===== src/rtl/turbo_pkg.sv =====
// Frame geometry and encodings shared by the turbo encoder datapath (RSC encoders,
// interleaver and the output serialiser).
package turbo_pkg;

    localparam int K       = 16;
    localparam int M       = 2;
    localparam int FRAME_W = K + M;
    localparam int STEP_W  = $clog2(FRAME_W);
    localparam int CNT_W   = 16;

    localparam logic [STEP_W-1:0] LAST_STEP = STEP_W'(FRAME_W - 1);
    // First step that carries tail bits; tail steps are never punctured.
    localparam logic [STEP_W-1:0] TAIL_STEP = STEP_W'(K);

    typedef enum logic {
        IDLE = 1'b0,
        SEND = 1'b1
    } state_e;

    typedef enum logic [1:0] {
        PH_SYS   = 2'd0,
        PH_PAR_A = 2'd1,
        PH_PAR_B = 2'd2
    } phase_e;

    typedef enum logic [1:0] {
        SEL_SYS  = 2'd0,
        SEL_PAR1 = 2'd1,
        SEL_PAR2 = 2'd2
    } word_sel_e;

    localparam phase_e PUNCT_LAST_PHASE = PH_PAR_A;
    localparam phase_e FULL_LAST_PHASE  = PH_PAR_B;

    // Step 0 carries the MSB of each word.
    function automatic logic word_bit(input logic [FRAME_W-1:0] w,
                                      input logic [STEP_W-1:0]  step);
        return w[LAST_STEP - step];
    endfunction

endpackage


===== src/rtl/turbo_punct_pattern.sv =====
// Maps (step, phase) to the word to transmit and flags the last phase of the step.
// TURBO_PUNCT_EN selects the rate-1/2 puncturing pattern; otherwise every step is rate 1/3.
import turbo_pkg::*;

module turbo_punct_pattern (
`ifdef TURBO_PUNCT_EN
    input  logic [STEP_W-1:0] step_i,
`endif
    input  phase_e            phase_i,
    output word_sel_e         sel_o,
    output logic              last_o
);

`ifdef TURBO_PUNCT_EN
    // Info steps alternate par1/par2 on the second phase; tail steps send everything.
    always_comb begin
        sel_o  = SEL_SYS;
        last_o = 1'b0;
        if (step_i < TAIL_STEP) begin
            case (phase_i)
                PH_SYS: sel_o = SEL_SYS;
                PUNCT_LAST_PHASE: begin
                    sel_o  = step_i[0] ? SEL_PAR2 : SEL_PAR1;
                    last_o = 1'b1;
                end
                default: last_o = 1'b1;
            endcase
        end else begin
            case (phase_i)
                PH_SYS:   sel_o = SEL_SYS;
                PH_PAR_A: sel_o = SEL_PAR1;
                FULL_LAST_PHASE: begin
                    sel_o  = SEL_PAR2;
                    last_o = 1'b1;
                end
                default: last_o = 1'b1;
            endcase
        end
    end
`else
    always_comb begin
        sel_o  = SEL_SYS;
        last_o = 1'b0;
        case (phase_i)
            PH_SYS:   sel_o = SEL_SYS;
            PH_PAR_A: sel_o = SEL_PAR1;
            FULL_LAST_PHASE: begin
                sel_o  = SEL_PAR2;
                last_o = 1'b1;
            end
            default: last_o = 1'b1;
        endcase
    end
`endif

endmodule


===== src/rtl/turbo_punct_ser.sv =====
// Turbo encoder output stage: captures sys/par1/par2 frame words and serialises them MSB
// first onto a valid/ready bit stream. TURBO_PUNCT_EN enables rate-1/2 puncturing.
import turbo_pkg::*;

module turbo_punct_ser (
    input  logic               clk_p_i,
    input  logic               reset_n_i,
    input  logic               blk_valid_i,
    output logic               blk_ready_o,
    input  logic [FRAME_W-1:0] sys_i,
    input  logic [FRAME_W-1:0] par1_i,
    input  logic [FRAME_W-1:0] par2_i,
    output logic               bit_o,
    output logic               bit_valid_o,
    input  logic               bit_ready_i,
    output logic               frame_start_o,
    output logic               frame_end_o,
    output logic [CNT_W-1:0]   frame_cnt_o
);

    state_e             state_q, state_d;
    logic [STEP_W-1:0]  step_q, step_d;
    phase_e             phase_q, phase_d;
    logic [FRAME_W-1:0] sys_q, sys_d;
    logic [FRAME_W-1:0] par1_q, par1_d;
    logic [FRAME_W-1:0] par2_q, par2_d;
    logic [CNT_W-1:0]   frame_cnt_q, frame_cnt_d;

    word_sel_e sel;
    logic      last_phase;
    logic      in_send;
    logic      cur_bit;

    turbo_punct_pattern u_pattern (
`ifdef TURBO_PUNCT_EN
        .step_i  (step_q),
`endif
        .phase_i (phase_q),
        .sel_o   (sel),
        .last_o  (last_phase)
    );

    // Outputs depend only on registered state, so a stalled bit holds by construction.
    always_comb begin
        in_send = (state_q == SEND);
        case (sel)
            SEL_PAR1: cur_bit = word_bit(par1_q, step_q);
            SEL_PAR2: cur_bit = word_bit(par2_q, step_q);
            default:  cur_bit = word_bit(sys_q, step_q);
        endcase
        blk_ready_o   = !in_send;
        bit_valid_o   = in_send;
        bit_o         = in_send & cur_bit;
        frame_start_o = in_send && (step_q == '0) && (phase_q == PH_SYS);
        frame_end_o   = in_send && (step_q == LAST_STEP) && last_phase;
        frame_cnt_o   = frame_cnt_q;
    end

    always_comb begin
        state_d     = state_q;
        step_d      = step_q;
        phase_d     = phase_q;
        sys_d       = sys_q;
        par1_d      = par1_q;
        par2_d      = par2_q;
        frame_cnt_d = frame_cnt_q;
        case (state_q)
            IDLE: begin
                if (blk_valid_i) begin
                    sys_d   = sys_i;
                    par1_d  = par1_i;
                    par2_d  = par2_i;
                    step_d  = '0;
                    phase_d = PH_SYS;
                    state_d = SEND;
                end
            end
            SEND: begin
                if (bit_ready_i) begin
                    if (last_phase) begin
                        phase_d = PH_SYS;
                        if (step_q == LAST_STEP) begin
                            step_d      = '0;
                            state_d     = IDLE;
                            frame_cnt_d = frame_cnt_q + 1'b1;
                        end else begin
                            step_d = step_q + 1'b1;
                        end
                    end else begin
                        phase_d = phase_e'(phase_q + 2'd1);
                    end
                end
            end
            default: state_d = IDLE;
        endcase
    end

    always_ff @(posedge clk_p_i or negedge reset_n_i) begin
        if (!reset_n_i) begin
            state_q     <= IDLE;
            step_q      <= '0;
            phase_q     <= PH_SYS;
            sys_q       <= '0;
            par1_q      <= '0;
            par2_q      <= '0;
            frame_cnt_q <= '0;
        end else begin
            state_q     <= state_d;
            step_q      <= step_d;
            phase_q     <= phase_d;
            sys_q       <= sys_d;
            par1_q      <= par1_d;
            par2_q      <= par2_d;
            frame_cnt_q <= frame_cnt_d;
        end
    end

endmodule


===== config.mk =====
export PLATFORM = sky130hd
export DESIGN_NAME = turbo_punct_ser
export DESIGN_NICKNAME = d
export VERILOG_FILES = /design/src/rtl/turbo_pkg.sv /design/src/rtl/turbo_punct_pattern.sv /design/src/rtl/turbo_punct_ser.sv
export SDC_FILE = /design/constraint.sdc
export NUM_CORES = 1
export LEC_CHECK = 0
export CAP_MARGIN = 20
export CORE_MARGIN = 5
export CORE_UTILIZATION = 47
export CTS_CLUSTER_DIAMETER = 40
export DETAILED_ROUTE_END_ITERATION = 12
export GPL_ROUTABILITY_DRIVEN = 0
export PLACE_DENSITY = 0.77
export SYNTH_ARGS = -nofsm -noshare
export SYNTH_HDL_FRONTEND = slang
export SYNTH_HIERARCHICAL = 1
export SYNTH_SLANG_ARGS = --single-unit

===== constraint.sdc =====
create_clock -name clk_p_i -period 3.89 [get_ports clk_p_i]
set_clock_uncertainty 0.1 [all_clocks]
set_input_delay 0.389 -clock clk_p_i [delete_from_list [all_inputs] [get_ports clk_p_i]]
set_output_delay 0.389 -clock clk_p_i [all_outputs]
set_load 0.05 [all_outputs]

==> impl_metrics.py <==
metrics = {
    "grt": {
        "grt_busiest_layer": "met2",
        "use_met1": 0.236,
        "met2_usage": 0.260,
        "grt_pass1_vias": 2684,
        "grt_pass1_wl_mm": 13.4,
        "grt_max_degree": 79,
        "antenna_found_initial": 0,
        "met3_usage": 0.0316,
        "grt_usage": 0.169,
        "overflow": 0,
    },
    "floorplan": {
        "start_util": 0.484,
        "die-area_um2": 9890,
        "die_w_um": 99.5,
        "die_h_um": 99.5,
        "row_count": 32,
        "ios": 79,
        "core_area_um2": 7770,
    },
    "synthesis": {
        "yosysWarnings": 6,
        "synth-seq-cells": 78,
        "syn_area_per_cell_um2": 12.9,
        "ys_types": 41,
        "syn_area_um2": 3760,
        "synth_top_area_frac": 0.519,
        "netlist_top_cells_count": "dfrtp_1 (78), mux2_2 (60), nor2_1 (13), inv_1 (11), nand2_1 (11)",
        "synth.area.top_cells": "dfrtp_1 (52%), mux2_2 (18%), mux4_1 (4.2%)",
        "synth_edf_count": 0,
        "synth_cells": 292,
        "ys.flop_type": "dfrtp_1",
        "synth_nets": 358,
        "yosysMostFrequentCell": "dfrtp_1",
        "async_flop_share": 1.00,
        "seq_area_frac_synth": 0.519,
        "synth_area_leader_cell": "dfrtp_1",
    },
    "cells_and_area": {
        "fillers": 623,
        "syn_to_final_growth_pct": 29.1,
        "multi_input_area_um2": 1710,
        "nets": 436,
        "seq_area_um2": 1950,
        "antennaDiodeCount": 0,
        "drive_above_1_share": 0.229,
        "fin_cells": 477,
    },
    "drt": {
        "ant_nets": 0,
        "drtPass1Iterations": 4,
        "avgRoutedWirePerCell_um": 16.1,
        "drc_errors": 0,
        "via_count": 2555,
        "avgViaCountPerCell": 5.36,
        "drtIter0Drc": 167,
        "wl_mm": 7.70,
    },
    "sta": {
        "rsz0062_at_grt": "false",
        "fin_crit_ns": 3.36,
        "fin_tns_setup_ns": 0,
        "setup_ws_ns": 0.527,
        "min_period_over_period": 0.864,
        "relSlewSlack": 0.357,
        "slew_violations": 0,
        "fmax_ghz": 0.297,
        "tightest_slew_ns": 0.965,
        "holdWs_ns": 0.0798,
        "hold_viol": 0,
        "finalSetupViolCount": 0,
    },
    "power_and_ir_drop": {
        "p_leak_uw": 0.00208,
        "irDropWorstVdd_mv": 0.283,
        "powerDensity_nw_per_um2": 525,
        "power_uw": 2550,
    },
    "place": {
        "dp_hpwl_mm": 5.63,
        "port_buffers": 78,
        "dp_slack_ns": 0.907,
        "place_inst": 461,
    },
    "critical_path": {
        "worst_setup_path_start_kind": "register",
        "required_ns": 3.40,
        "end_kind": "output pin",
        "critPathArrivalTime_ns": 2.87,
        "crit_type": "register to output pin",
        "path_max_fanout": 17,
        "ff2ff_setup_slack_ns": 1.17,
    },
    "clock_tree": {
        "root_buffer": "clkbuf_8",
        "insertion_delay_ns": 0.35,
        "cts_tree": "yes",
        "cts.sinks": 78,
        "hold_buffers": 0,
        "cts_buffer_depth": 2,
        "cts_max_level": 3,
        "cts_setup_buffers": 0,
        "cts_buffers": 9,
        "cts.clk_slew.worst_paths_ns": 0.08,
        "cts_resized": 0,
    },
    "status": {
        "status": "complete, no violations",
    },
    "min_path": {
        "min_path_type": "primary input to async pin",
    },
    "flow_run": {
        "maxCapViolCount": 0,
    },
}
[layout by cell type, fill, tap and decap left out, types with 3 or more instances in the layout]
master / n
mux4_2: 3
nor2b_1: 3
nor2_1: 13
mux2i_1: 7
dfrtp_1: 78
buf_4: 6
xor2_1: 7
xnor2_1: 10
clkdlybuf4s50_1: 76
nand4_1: 4
a21oi_1: 5
mux2_2: 60
nand2_1: 11
nand3_1: 9
nor3_1: 5
inv_1: 11
o21ai_0: 10
nor4_1: 3
mux4_1: 6
ha_1: 8
clkbuf_8: 9
[worst max-delay path, stage by stage, from the launching register on]
cell,delay (ns)
dfrtp_1,0.52
buf_4,0.29
mux4_1,0.59
or4_1,0.52
a21oi_1,0.15
o21ai_0,0.10
o311a_1,0.14
buf_4,0.20
[where the power goes]
part	internal, uW	switching, uW
Clock	367	302
Combinational	447	431
Sequential	912	89.3
[metal layers]
metal  vias to the layer above  share of wire
li1                       1214              -
met1                      1273           0.46
met2                        56           0.48
met3                        12          0.041
met4                         0          0.021
met5                         -              0
[final cells by class]
class | count | share of cell area
sequential | 78 | 0.402
timing repair buffer | 82 | 0.166
multi-input combinational | 188 | 0.352
clock inverter | 6 | 0.0193
clock buffer | 10 | 0.0263
tap | 102 | 0.0263
inverter | 11 | 0.00850
[kinds of logic (layout without fill, tap and decap cells)]
group / Yosys count / count (layout) / synth area share
flip-flops: 78 / 78 / 0.519
AO/OA/AOI/OAI: 28 / 28 / 0.0476
AND/OR/NAND/NOR: 59 / 59 / 0.0808
buffers and inverters: 26 / 109 / 0.0286
adder cells (fa/ha/maj): 8 / 8 / 0.0266
XOR/XNOR: 17 / 17 / 0.0396
multiplexers: 76 / 76 / 0.258
[through the flow]
step	utilization	instance area, um2
after global routing	0.625	4860
after global placement	0.597	4640
final	0.625	4860
after detailed placement	0.597	4640
after floorplan	-	3760
after CTS	0.625	4860
[state kept, by name, indices dropped and copies added (netlist names)]
name / count
sys_q: 18
bit_valid_o: 1
par1_q: 18
frame_cnt_o: 16
phase_q: 2
step_q: 5
par2_q: 18
[path summary, 6_finish.rpt]
check,end,cells after the start,startpoint
min reg2reg,frame_cnt_o[15],1,frame_cnt_o[15]
max reg2reg,frame_cnt_o[14],6,step_q[0]
max,bit_o,7,step_q[0]
max in group asynchronous,par1_q[11],1,reset_n_i
min in group clk_p_i,frame_cnt_o[15],1,frame_cnt_o[15]
min,sys_q[12],1,reset_n_i
Note: power is estimated with default switching activity, not from simulation.
==> variant, RTL diff (same settings) <==
The option `TURBO_PUNCT_EN` is turned on by a define.
--- a/src/rtl/turbo_punct_pattern.sv
+++ b/src/rtl/turbo_punct_pattern.sv
@@ -2,2 +2,4 @@
 // TURBO_PUNCT_EN selects the rate-1/2 puncturing pattern; otherwise every step is rate 1/3.
+`define TURBO_PUNCT_EN
+
 import turbo_pkg::*;
Formal check against the unedited RTL: not equivalent (a bounded check fails within 4 cycles, from zero or initial values and one cycle with reset_n_i low).
==> variant against the unedited design <==
- wire length grew 1.3%
- non-clock buffer count rose by 2
- design area up 0.28%
- sequential cell count stayed put
- maximum frequency is 3.4% lower
- synthesized area up 0.76%
- power grew 0.85%
- worst setup slack lost 0.12 ns
==> variant: results (changes against the unedited design) <==
metric,value,unit,change
Slew headroom,52.8,%,+17 points
share of cells above drive strength 1,22.6,%,-0.36 points
Clock net power,0.000528,W,-21%
DP Area,4670,um^2,+0.70%
Critical Path Max Stage Delay,0.65,ns,+0.06 ns
Setup Slack @ Placement,0.810,ns,-0.0970 ns
sequential fraction of the synthesis area,51.5,%,-0.39 points
status,completed,,
VDD IR max,0.540,mV,+91%
CP top delay family,flip-flops,,
vias per inst,5.36,,about the same
Synth Area in Compound Gates,5.41,%,+0.66 points
fin cells,483,,+1.3%
vias in the first global route,2691,,+0.26%
syn_nets,362,,+1.1%
Synth Area in XOR/XNOR,3.93,%,-0.030 points
commonest cells in the synthesized netlist,"dfrtp_1 (78), mux2_2 (60), inv_1 (13), nand2_1 (13), nor2_1 (13)",,
sequential share of power,40.2,%,+0.9 points
post-synthesis mux area share,25.6,%,-0.20 points
R2R Setup Slk,1.09,ns,-0.08 ns
Routed WL,7800,um,+1.3%
Crit Path Max Fanout,14,,-3
drt first-iter violations,88,,-47%
H-tree levels,3,,unchanged
worst min path class,input port to asynchronous set/reset pin,,
Post-Synth Adder-Cell Area,2.64,%,-0.020 points
leakage power,2.08,nW,+0.37%
Total Power,0.00257,W,+0.85%
"slowest stage cell, crit path",dfrtp_1,,
DP Wirelength,5690,um,+1.1%
worst-case hold slack,0.359,ns,+0.279 ns
placed cells,466,,+1.1%
crit path DAT,2.99,ns,+0.12 ns
fin nets,443,,+1.6%
global-route wire length before repair,13000,um,-2.9%
distinct cell type count after synthesis,42,,+2.4%
P_int,0.00165,W,-4.7%
top post-synthesis cells by area,"dfrtp_1 (51%), mux2_2 (18%), mux4_1 (4.2%)",,
Reg-to-Reg End,frame_cnt_o[10],,
total track usage,16.6,%,-0.30 points
## variant: changes by cell type after synthesis
cell	delta
inv_1	+2
o32ai_2	+1
nand2b_1	+1
nor2b_1	-1
clkbuf_1	-1
o211a_1	+1
nand2_1	+2
and2b_2	-1
## variant: worst max path at each step
stage / startpoint / endpoint / slack (ns)
finish: step_q[0] / bit_o / 0.41
global route: step_q[0] / bit_o / 0.32
CTS: step_q[0] / bit_o / 0.42
detailed placement: step_q[0] / bit_o / 0.81
global placement: step_q[0] / bit_o / 0.87
floorplan: step_q[1] / bit_o / 0.57
## variant: area by class of cell
cell class | instances | area (um^2)
clock buffers | 10 | 128
clock inverters | 5 | 37.5
fillers | 624 | 2940
inverters | 13 | 48.8
multi-input cells | 191 | 1740
flip-flops and latches | 78 | 1950
well taps | 102 | 128
repair buffers | 84 | 843
## variant: per-layer routing
layer,vias up,track usage [%],wire (um)
met5,-,0,0
met4,0,7.25,160
met3,15,4.59,468
met2,77,25.5,3670
met1,1270,22.1,3500
li1,1225,-,-
